[src/rtl/demux1to8_nbit_buf_if.sv]
//============================================================================
// Module      : demux1to8_nbit_buf_if
// Description : Bundle of the producer handshake, the eight destination
//               holding-register outputs with their handshakes, and the
//               accepted-word counter of demux1to8_nbit_buf.
//
//               Signals
//                 in_valid  producer -> block   input word present
//                 in_ready  block -> producer   block accepts this cycle
//                 S         producer -> block   destination select (3 bits)
//                 I         producer -> block   input data word (N bits)
//                 F00..F07  block -> consumers  holding registers (N bits)
//                 out_valid block -> consumers  bit k: F0k holds a word
//                 out_ready consumers -> block  bit k: consumer k takes F0k
//                 count     block -> observer   accepted-word counter
//
//               Modports
//                 master : the environment (producer and consumers)
//                 slave  : the demultiplexer itself
// Revision    : 1.0 - initial release
//============================================================================
`default_nettype none

interface demux1to8_nbit_buf_if #(
   parameter int N = 1
);
   logic          in_valid;
   logic          in_ready;
   logic [2:0]    S;
   logic [N-1:0]  I;
   logic [N-1:0]  F00;
   logic [N-1:0]  F01;
   logic [N-1:0]  F02;
   logic [N-1:0]  F03;
   logic [N-1:0]  F04;
   logic [N-1:0]  F05;
   logic [N-1:0]  F06;
   logic [N-1:0]  F07;
   logic [7:0]    out_valid;
   logic [7:0]    out_ready;
   logic [7:0]    count;

   modport master (
      output in_valid, S, I, out_ready,
      input  in_ready, F00, F01, F02, F03, F04, F05, F06, F07,
             out_valid, count
   );

   modport slave (
      input  in_valid, S, I, out_ready,
      output in_ready, F00, F01, F02, F03, F04, F05, F06, F07,
             out_valid, count
   );
endinterface

`default_nettype wire

[src/rtl/demux1to8_nbit_buf.sv]
//============================================================================
// Module      : demux1to8_nbit_buf
// Description : 1-to-8 N-bit demultiplexer with registered outputs.
//               One word per cycle is accepted on a valid/ready input and
//               parked in a one-entry holding register for the selected
//               destination. Every destination drains independently
//               through its own valid/ready handshake. A slot that is being
//               drained can be reloaded in the same cycle without a bubble.
//
//               Ports
//                 clk      in   rising-edge clock
//                 reset_n  in   asynchronous active-low reset
//                 bus      slave modport of demux1to8_nbit_buf_if
//                          (in_valid/in_ready/S/I, F00..F07,
//                           out_valid/out_ready, count)
//
//               Parameters
//                 N        data width of the input and of every output word
//
//               Build options
//                 DEMUX_AUTOINC_EN  when defined, an internal 3-bit
//                                   round-robin pointer replaces S as the
//                                   destination; S is then ignored.
// Revision    : 1.0 - initial release
//============================================================================
`default_nettype none

module demux1to8_nbit_buf #(
   parameter int N = 1
) (
   input  wire logic             clk,
   input  wire logic             reset_n,
   demux1to8_nbit_buf_if.slave   bus
);

   localparam int C_NUM_SLOTS = 8;

   // -----------------------------------------------------------------------
   // State
   // -----------------------------------------------------------------------
   logic [N-1:0]  r_data [C_NUM_SLOTS];
   logic [7:0]    r_valid;
   logic [7:0]    r_count;

   // -----------------------------------------------------------------------
   // Combinational control
   // -----------------------------------------------------------------------
   logic [2:0]    w_dest;
   logic          w_in_ready;
   logic          w_accept;
   logic [7:0]    w_load;
   logic [7:0]    w_drain;

`ifdef DEMUX_AUTOINC_EN
   // Round-robin destination pointer. It advances only on an accepted word,
   // so a full slot at the pointer stalls the input even if other slots are
   // empty; words are never steered around a blocked consumer.
   logic [2:0]    r_ptr;

   always_ff @(posedge clk or negedge reset_n) begin
      if (!reset_n) begin
         r_ptr <= 3'b000;
      end else if (w_accept) begin
         r_ptr <= r_ptr + 3'd1;
      end
   end

   assign w_dest = r_ptr;
`else
   assign w_dest = bus.S;
`endif

   // A slot can take a new word when it is empty or is handing its current
   // word to the consumer in this very cycle. The path from S/out_ready to
   // in_ready is combinational on purpose: it is what allows drain and
   // reload of one slot in a single cycle.
   assign w_in_ready = ~r_valid[w_dest] | bus.out_ready[w_dest];
   assign w_accept   = bus.in_valid & w_in_ready;

   // One-hot load strobe for the addressed slot.
   assign w_load  = 8'(w_accept) << w_dest;

   // out_ready on an empty slot is masked off here and has no effect.
   assign w_drain = r_valid & bus.out_ready;

   // -----------------------------------------------------------------------
   // Holding registers
   // An empty slot keeps its last value; consumers qualify with out_valid.
   // A full slot that is not drained never sees a load (in_ready is low for
   // it), so its data is held stable.
   // -----------------------------------------------------------------------
   always_ff @(posedge clk or negedge reset_n) begin
      if (!reset_n) begin
         for (int k = 0; k < C_NUM_SLOTS; k++) begin
            r_data[k] <= '0;
         end
      end else begin
         for (int k = 0; k < C_NUM_SLOTS; k++) begin
            if (w_load[k]) begin
               r_data[k] <= bus.I;
            end
         end
      end
   end

   // -----------------------------------------------------------------------
   // Occupancy flags
   // Load takes priority over drain, so a slot drained and reloaded in the
   // same cycle stays valid. Drains of other slots run in parallel.
   // -----------------------------------------------------------------------
   always_ff @(posedge clk or negedge reset_n) begin
      if (!reset_n) begin
         r_valid <= 8'h00;
      end else begin
         r_valid <= (r_valid & ~w_drain) | w_load;
      end
   end

   // -----------------------------------------------------------------------
   // Accepted-word counter, free-running with natural wrap at 8 bits.
   // -----------------------------------------------------------------------
   always_ff @(posedge clk or negedge reset_n) begin
      if (!reset_n) begin
         r_count <= 8'h00;
      end else if (w_accept) begin
         r_count <= r_count + 8'd1;
      end
   end

   // -----------------------------------------------------------------------
   // Outputs
   // -----------------------------------------------------------------------
   assign bus.in_ready  = w_in_ready;
   assign bus.out_valid = r_valid;
   assign bus.count     = r_count;

   assign bus.F00 = r_data[0];
   assign bus.F01 = r_data[1];
   assign bus.F02 = r_data[2];
   assign bus.F03 = r_data[3];
   assign bus.F04 = r_data[4];
   assign bus.F05 = r_data[5];
   assign bus.F06 = r_data[6];
   assign bus.F07 = r_data[7];

endmodule

`default_nettype wire

[src/flat_wrapper.sv]
// flat-port wrapper written by rule: the top's interface ports become plain ports
module demux1to8_nbit_buf_flat 
#(
   parameter int N = 1
)
  (clk, reset_n, bus_in_valid, bus_S, bus_I, bus_out_ready, bus_in_ready, bus_F00, bus_F01, bus_F02, bus_F03, bus_F04, bus_F05, bus_F06, bus_F07, bus_out_valid, bus_count);
  demux1to8_nbit_buf_if #(.N(N)) bus_i ();
  input  wire logic clk;
  input  wire logic reset_n;
  input wire logic [$bits(bus_i.in_valid)-1:0] bus_in_valid;
  input wire logic [$bits(bus_i.S)-1:0] bus_S;
  input wire logic [$bits(bus_i.I)-1:0] bus_I;
  input wire logic [$bits(bus_i.out_ready)-1:0] bus_out_ready;
  output wire logic [$bits(bus_i.in_ready)-1:0] bus_in_ready;
  output wire logic [$bits(bus_i.F00)-1:0] bus_F00;
  output wire logic [$bits(bus_i.F01)-1:0] bus_F01;
  output wire logic [$bits(bus_i.F02)-1:0] bus_F02;
  output wire logic [$bits(bus_i.F03)-1:0] bus_F03;
  output wire logic [$bits(bus_i.F04)-1:0] bus_F04;
  output wire logic [$bits(bus_i.F05)-1:0] bus_F05;
  output wire logic [$bits(bus_i.F06)-1:0] bus_F06;
  output wire logic [$bits(bus_i.F07)-1:0] bus_F07;
  output wire logic [$bits(bus_i.out_valid)-1:0] bus_out_valid;
  output wire logic [$bits(bus_i.count)-1:0] bus_count;
  assign bus_i.in_valid = bus_in_valid;
  assign bus_i.S = bus_S;
  assign bus_i.I = bus_I;
  assign bus_i.out_ready = bus_out_ready;
  assign bus_in_ready = bus_i.in_ready;
  assign bus_F00 = bus_i.F00;
  assign bus_F01 = bus_i.F01;
  assign bus_F02 = bus_i.F02;
  assign bus_F03 = bus_i.F03;
  assign bus_F04 = bus_i.F04;
  assign bus_F05 = bus_i.F05;
  assign bus_F06 = bus_i.F06;
  assign bus_F07 = bus_i.F07;
  assign bus_out_valid = bus_i.out_valid;
  assign bus_count = bus_i.count;
  demux1to8_nbit_buf #(.N(N)) u_core (.clk(clk), .reset_n(reset_n), .bus(bus_i));
endmodule
[config.mk]
export PLATFORM = sky130hd
export DESIGN_NAME = demux1to8_nbit_buf_flat
export DESIGN_NICKNAME = d
export VERILOG_FILES = /design/src/rtl/demux1to8_nbit_buf_if.sv /design/src/rtl/demux1to8_nbit_buf.sv /design/src/flat_wrapper.sv
export SDC_FILE = /design/constraint.sdc
export NUM_CORES = 1
export LEC_CHECK = 0
export CELL_PAD_IN_SITES_DETAIL_PLACEMENT = 0
export CELL_PAD_IN_SITES_GLOBAL_PLACEMENT = 1
export CORE_MARGIN = 2
export CORE_UTILIZATION = 38
export CTS_BUF_LIST = sky130_fd_sc_hd__clkbuf_2
export DETAILED_ROUTE_END_ITERATION = 12
export PLACE_DENSITY_LB_ADDON = 0.3
export SLEW_MARGIN = 20
export SYNTH_ARGS = -nofsm -noshare
export SYNTH_HDL_FRONTEND = slang
export SYNTH_SLANG_ARGS = --single-unit
[constraint.sdc]
create_clock -name clk -period 3.2 [get_ports clk]
set_input_delay 0.8 -clock clk [delete_from_list [all_inputs] [get_ports clk]]
set_output_delay 0.8 -clock clk [all_outputs]
set_load 0.02 [all_outputs]
==> results of run 1 <==
==> critical path, stage by stage <==
cell and delay, ns:
clkdlybuf4s50_1 0.52, buf_4 0.15, mux4_2 0.54, mux2i_1 0.15, buf_4 0.16
==> power by group through the flow <==
stage	Combinational, mW	Sequential (mW)	Clock [mW]
2_1_floorplan	0.113	0.513	0
3_3_place_gp	0.384	0.433	0
3_5_place_dp	0.391	0.436	0
4_1_cts	0.391	0.432	0.119
5_1_grt	0.420	0.442	0.136
6_report	0.385	0.431	0.115
==> cells in the final DEF, fill, tap and decap left out <==
cell | Yosys | final
a21oi_1 | 3 | 3
and2_1 | 2 | 2
and3_1 | 1 | 1
and4b_1 | 1 | 1
buf_4 | 0 | 10
clkbuf_2 | 0 | 3
clkdlybuf4s50_1 | 0 | 37
clkinv_1 | 0 | 1
dfrtp_1 | 24 | 24
dlygate4sd2_1 | 0 | 1
ha_1 | 1 | 1
inv_1 | 7 | 7
mux2_1 | 2 | 2
mux2_2 | 7 | 7
mux2i_1 | 1 | 1
mux4_2 | 1 | 1
nand2_1 | 9 | 9
nand2b_1 | 5 | 5
nand3_1 | 10 | 10
nand4_1 | 4 | 4
nor2_1 | 2 | 2
nor2b_1 | 7 | 7
nor4b_1 | 1 | 1
nor4bb_1 | 2 | 2
o21ai_0 | 4 | 4
o22ai_4 | 1 | 1
or4_4 | 1 | 1
xnor2_1 | 6 | 6
xor2_1 | 1 | 1
==> per-layer routing <==
metal,GRT usage [%],up-vias
met5,0,-
met4,6.98,0
met3,2.60,2
met2,24.7,28
met1,22.4,452
li1,-,461
==> how the worst max path moves through the flow <==
stage | endpoint | slack, ns | cells after the start
4_1_cts | bus_in_ready | 0.08 | 5
3_3_place_gp | bus_in_ready | -0.43 | 5
2_1_floorplan | bus_in_ready | 0.38 | 4
3_5_place_dp | bus_in_ready | -0.45 | 5
5_1_grt | bus_in_ready | 0.008 | 5
6_report | bus_in_ready | 0.08 | 5
==> cell type report <==
type	instances	area share, %
multi-input combinational	72	31.4
sequential	24	36.1
tap	33	2.48
clock inverter	1	0.226
clock buffer	3	0.902
inverter	7	1.58
timing repair buffer	48	27.3
==> timing repair <==
action                                  4_1_cts  5_1_grt
resized for setup                             5        1
endpoints found under the setup margin        1        1
gates cloned                                  0        0
==> logic make-up (layout without fill, tap and decap cells) <==
group	Yosys count	after routing	share of synthesized area, %
xor gates and xnor gates	7	7	5.20
muxes	11	11	11.3
adders and majority gates	1	1	1.06
buffers and inverters	11	59	4.77
DFF	24	24	50.9
AOI/OAI and AO/OA	8	8	4.67
and+or+nand+nor	45	45	22.1
==> state kept, by name (all words and copies together), names as in the netlist <==
signal and count:
u_core.bus.F06 1, u_core.bus.F03 1, u_core.bus.F05 1, u_core.bus.F07 1, u_core.bus.count 8, u_core.bus.F00 1, u_core.bus.F01 1, u_core.bus.out_valid 8
u_core.bus.F04 1, u_core.bus.F02 1
==> stage by stage <==
stage / cell area (um^2) / util (%)
floorplan: 1180 / -
global placement: 1650 / 54.9
detailed placement: 1650 / 54.9
CTS: 1660 / 55.3
global route: 1660 / 55.4
finish: 1660 / 55.4
==> flow_summary.yaml, run 1 <==
timing:
  timing.hold.ws_ns: 0.503
  finalCriticalPeriod_ns: 3.12
  hold_viol_final: 0
  tightest_slew_ns: 0.316
  drv_slew: 0
  slew-limit-headroom_pct: 78.9
  skew_ns: 0.0168
  post-route-period-util_pct: 97.4
  setup_viol: 0
  max_freq_mhz: 321
  fin_ws_ns: 0.0847
  grt_setup_unrepaired: "false"
  finalSetupTns_ns: 0
worst_setup_path:
  startpoint_type: "primary input"
  cp_max_fo: 4
  endpoint_kind: "primary output"
  rrSetupSlack_ns: 1.20
  critPathKind: "in -> out"
  cp.required_ns: 2.40
  worstRegToRegCells: 5
  cp-startpoint: "bus_S[0]"
  r2r-end: "u_core.bus.count[1]"
  arrival_ns: 2.32
  worstReg2RegStart: "u_core.bus.out_valid[7]"
logic_synthesis:
  synth_edf_count: 0
  syn_inst: 107
  syn-num-nets: 123
  synth_top_area_share_pct: 50.9
  ys_types: 26
  synthFlopType: "dfrtp_1"
  synthArstFlopShare_pct: 100
  synth.ff_latch_count: 24
  avgSynthCellArea_um2: 11.0
  yosysMostFrequentCell: "dfrtp_1"
  netlist_area_mm2: 0.00118
  ys_seq_area_share_pct: 50.9
  ys_top_cells_by_count: "dfrtp_1 (24), nand3_1 (10), nand2_1 (9)"
  synth_area_leader_cell: "dfrtp_1"
  ys_warn_count: 0
  synth_area_leaders: "dfrtp_1 (51%), mux2_2 (6.7%), xnor2_1 (4.5%), nand3_1 (4.2%), nor2b_1 (3.7%)"
place:
  hpwlAfterDp_mm: 1.94
  dp.cells: 184
  gp_congestion: 0.761
  pre_cts_ws_ns: -0.448
  io_buffers: 39
floorplanning:
  die_y_um: 59.7
  dieArea_mm2: 0.00357
  pin_count: 40
  initial_utilization_pct: 39.3
  die_w_um: 59.7
  core-area_mm2: 0.00300
  std_cell_rows: 20
hold_path:
  hold_start: "u_core.bus.count[7]"
  holdPathEnd: "u_core.bus.count[7]"
  hold_path_class: "reg -> reg"
  min_path_cells: 1
final_layout:
  finalNonFillerCells: 188
  nFillCells: 276
  final_nets: 172
  seq_area_um2: 601
  multi_input_area_um2: 523
  insertedDiodeCount: 0
  drive_gt1_share_pct: 14.8
  area_growth_pct: 41.0
power_and_ir_drop:
  powerDensity_mw_per_mm2: 560
  p_leak_nw: 0.724
  clockPowerShare_pct: 12.4
  p_int_mw: 0.603
  sw_frac_of_total_pct: 35.3
  combPwrFrac_pct: 41.3
  p_switching_mw: 0.329
  seq_power_share_pct: 46.3
  vdd_ir_drop_max_mv: 0.382
  fin_total_pwr_mw: 0.931
clock_tree:
  cts_buffer_depth: 2
  ctsHoldBuffers: 0
  insertion_delay_ns: 0.33
  clkTransAtPathRegs_ns: 0.20
  cts_sinks: 24
  cts-root-buf: "clkbuf_2"
  ctsHtreeMaxLevel: 1
  cts_tree: "yes"
  cts_setup_buffers: 0
  cts_buffers: 3
route:
  drtAntennaViolNets: 0
  first_pass_iters: 4
  via_per_inst: 5.02
  post_drt_wl_per_cell_um: 13.6
  wl_met3_um: 129
  vias: 943
  met1_length_mm: 1.21
  top_layer: "met4"
  drc_errors: 0
  route.met2.wl_mm: 1.20
  drtIter0Drc: 30
  finalWirelength_mm: 2.55
grt:
  grt_first_pass_wirelength_mm: 4.25
  grt_pass1_vias: 944
  grt_use_total_pct: 16.1
  overflow: 0
  antenna_found_initial: 0
  grt_max_degree: 25
flow_run:
  drv_cap: 0
outcome:
  status: "finished clean"
(Power assumes the default switching activity.)
==> run 2, diff against run 1 <==
--- a/config.mk
+++ b/config.mk
@@ -16,3 +16,4 @@
 export SYNTH_ARGS = -nofsm -noshare
 export SYNTH_HDL_FRONTEND = slang
 export SYNTH_SLANG_ARGS = --single-unit
+export TNS_END_PERCENT = 30
==> results of run 2 <==
No change in the layout: final DEF, timing and power equal those of run 1.
==> run 3, diff against run 2 <==
--- a/config.mk
+++ b/config.mk
@@ -5,10 +5,11 @@
 export SDC_FILE = /design/constraint.sdc
 export NUM_CORES = 1
 export LEC_CHECK = 0
+export ABC_AREA = 1
 export CELL_PAD_IN_SITES_DETAIL_PLACEMENT = 0
 export CELL_PAD_IN_SITES_GLOBAL_PLACEMENT = 1
 export CORE_MARGIN = 2
-export CORE_UTILIZATION = 38
+export CORE_UTILIZATION = 37
 export CTS_BUF_LIST = sky130_fd_sc_hd__clkbuf_2
 export DETAILED_ROUTE_END_ITERATION = 12
 export PLACE_DENSITY_LB_ADDON = 0.3
==> flow_summary.yaml, run 3 <==
outcome:
  status: "finished clean"
final_layout:
  utilization_pct: 55.7
  area_growth_pct: 41.2
  final_common_cell: "clkdlybuf4s50_1"
  nFillCells: 289
  drive_gt1_share_pct: 12.4
  multi_input_area_um2: 505
  finalNonFillerCells: 230
  seq_area_um2: 601
  insertedDiodeCount: 0
  final_cell_mix: "clkdlybuf4s50_1 (38), nand2_1 (30), dfrtp_1 (24)"
  final_nets: 203
power_and_ir_drop:
  powerDensity_mw_per_mm2: 564
  vdd_ir_drop_max_mv: 0.342
  p_leak_nw: 0.817
logic_synthesis:
  ys_warn_count: 0
  ys_seq_area_share_pct: 49.4
  syn-num-nets: 155
  synth_edf_count: 0
  synth.ff_latch_count: 24
  syn_inst: 139
  ys_types: 23
  yosysMostFrequentCell: "nand2_1"
  avgSynthCellArea_um2: 8.74
  netlist_area_mm2: 0.00121
  synthArstFlopShare_pct: 100
  ys_top_cells_by_count: "nand2_1 (30), dfrtp_1 (24), inv_1 (18), nand3_1 (14), o21bai_1 (8)"
  synthFlopType: "dfrtp_1"
  synth_top_area_share_pct: 49.4
  synth_area_leader_cell: "dfrtp_1"
  synth_area_leaders: "dfrtp_1 (49%), nand2_1 (9.3%), nand3_1 (5.8%), inv_1 (5.6%), o21bai_1 (4.9%)"
timing:
  hold_viol_final: 0
  tightest_slew_ns: 0.347
  timing.hold.ws_ns: 0.519
  slew-limit-headroom_pct: 76.8
  finalCriticalPeriod_ns: 3.11
  max_freq_mhz: 321
  grt_setup_unrepaired: "false"
  skew_ns: 0.00112
  post-route-period-util_pct: 97.3
  setup_viol: 0
  drv_slew: 0
floorplanning:
  std_cell_rows: 20
  core-area_mm2: 0.00308
  dieArea_mm2: 0.00376
  pin_count: 40
  initial_utilization_pct: 39.5
  die_w_um: 61.3
  die_y_um: 61.3
worst_setup_path:
  cp.required_ns: 2.40
  endpoint_kind: "primary output"
  critPathKind: "in -> out"
  startpoint_type: "primary input"
  cpMostUsedCell: "clkdlybuf4s50_1"
  arrival_ns: 2.31
  crit_slowest_cell: "clkdlybuf4s50_1"
  critPathMaxStageDelay_ns: 0.59
  critical-path-top-delay-family: "buffers and inverters"
  worstPathCellList: "clkdlybuf4s50_1, inv_2, nand3_1, nand3_2, nand2_4, clkdlybuf4s50_1"
  cp_num_buf_inv: 3
  cp_max_fo: 6
clock_tree:
  clkTransAtPathRegs_ns: 0.22
  cts-root-buf: "clkbuf_2"
  ctsHtreeMaxLevel: 1
  cts_tree: "yes"
  cts_sinks: 24
  ctsHoldBuffers: 0
  cts_buffer_depth: 2
  insertion_delay_ns: 0.33
  cts_buffers: 3
grt:
  overflow: 0
  grtUsageMet1_pct: 24.8
  grt_max_degree: 25
  grt_first_pass_wirelength_mm: 4.75
  grt_use_total_pct: 17.2
  busiest_layer: "met2"
  grtUsageMet3_pct: 2.52
  use_met2_pct: 26.0
  grt_pass1_vias: 1041
  antenna_found_initial: 0
route:
  vias: 1060
  drtIter0Drc: 31
  via_per_inst: 4.61
  drtAntennaViolNets: 0
  first_pass_iters: 4
  drc_errors: 0
  finalWirelength_mm: 2.76
  post_drt_wl_per_cell_um: 12.0
flow_run:
  drv_cap: 0
place:
  io_buffers: 39
  gp_congestion: 0.873
  dp.cells: 226
  hpwlAfterDp_mm: 2.14
hold_path:
  hold_path_class: "reg -> reg"
run 3: logic make-up after synthesis:
| logic type | count (synthesis) | share of synthesized area, % |
|---|---|---|
| buffers and inverters | 25 | 8.96 |
| flip-flops | 24 | 49.4 |
| AND/OR/NAND/NOR | 64 | 26.3 |
| XOR/XNOR | 7 | 5.05 |
| adder cells (fa/ha/maj) | 1 | 1.03 |
| AO/OA/AOI/OAI | 18 | 9.27 |
run 3: report_power, final:
group / switching [mW] / internal (mW) / total (mW)
combinational: 0.209 / 0.206 / 0.415
sequential: 0.0629 / 0.373 / 0.436
clock: 0.0897 / 0.0272 / 0.117
run 3: final timing paths:
check,start,end,slack (ns),cells after the start
max,bus_S[1],bus_in_ready,0.09,6
min,u_core.bus.count[6],u_core.bus.count[6],0.52,1
max reg2reg,u_core.bus.out_valid[3],u_core.bus.F03,1.67,9
min reg2reg,u_core.bus.count[6],u_core.bus.count[6],0.52,1
max in group asynchronous,reset_n,u_core.bus.out_valid[2],2.19,2
min in group asynchronous,reset_n,u_core.bus.out_valid[5],0.78,2
run 3: routing by layer:
layer,share of wire (%),vias up
li1,-,549
met4,1.3,0
met5,0,-
met2,44,26
met1,51,481
met3,4.2,4
run 3: timing repair:
action,4_1_cts,5_1_grt
endpoints found under the setup margin,1,0
resized for setup,1,0
setup buffers,0,0
run 3: per-stage QoR:
| stage | worst slack [ns] | power (mW) | setup TNS (ns) | cell area (um^2) |
|---|---|---|---|---|
| floorplan | 1.05 | 0.651 | 0 | 1210 |
| global placement | 0.0316 | 0.853 | 0 | 1700 |
| detailed placement | -0.0119 | 0.860 | -0.0119 | 1700 |
| CTS | 0.0871 | 0.978 | 0 | 1720 |
| global route | 0.0111 | 1.03 | 0 | 1720 |
| finish | 0.0852 | 0.967 | 0 | 1720 |
run 3: final cells by class:
cell class / count / area share [%]
Tap cell: 44 / 3.21
Sequential cell: 24 / 35.0
Timing Repair Buffer: 47 / 26.2
Multi-Input combinational cell: 90 / 29.5
Inverter: 21 / 5.03
Clock buffer: 3 / 0.875
Clock inverter: 1 / 0.219
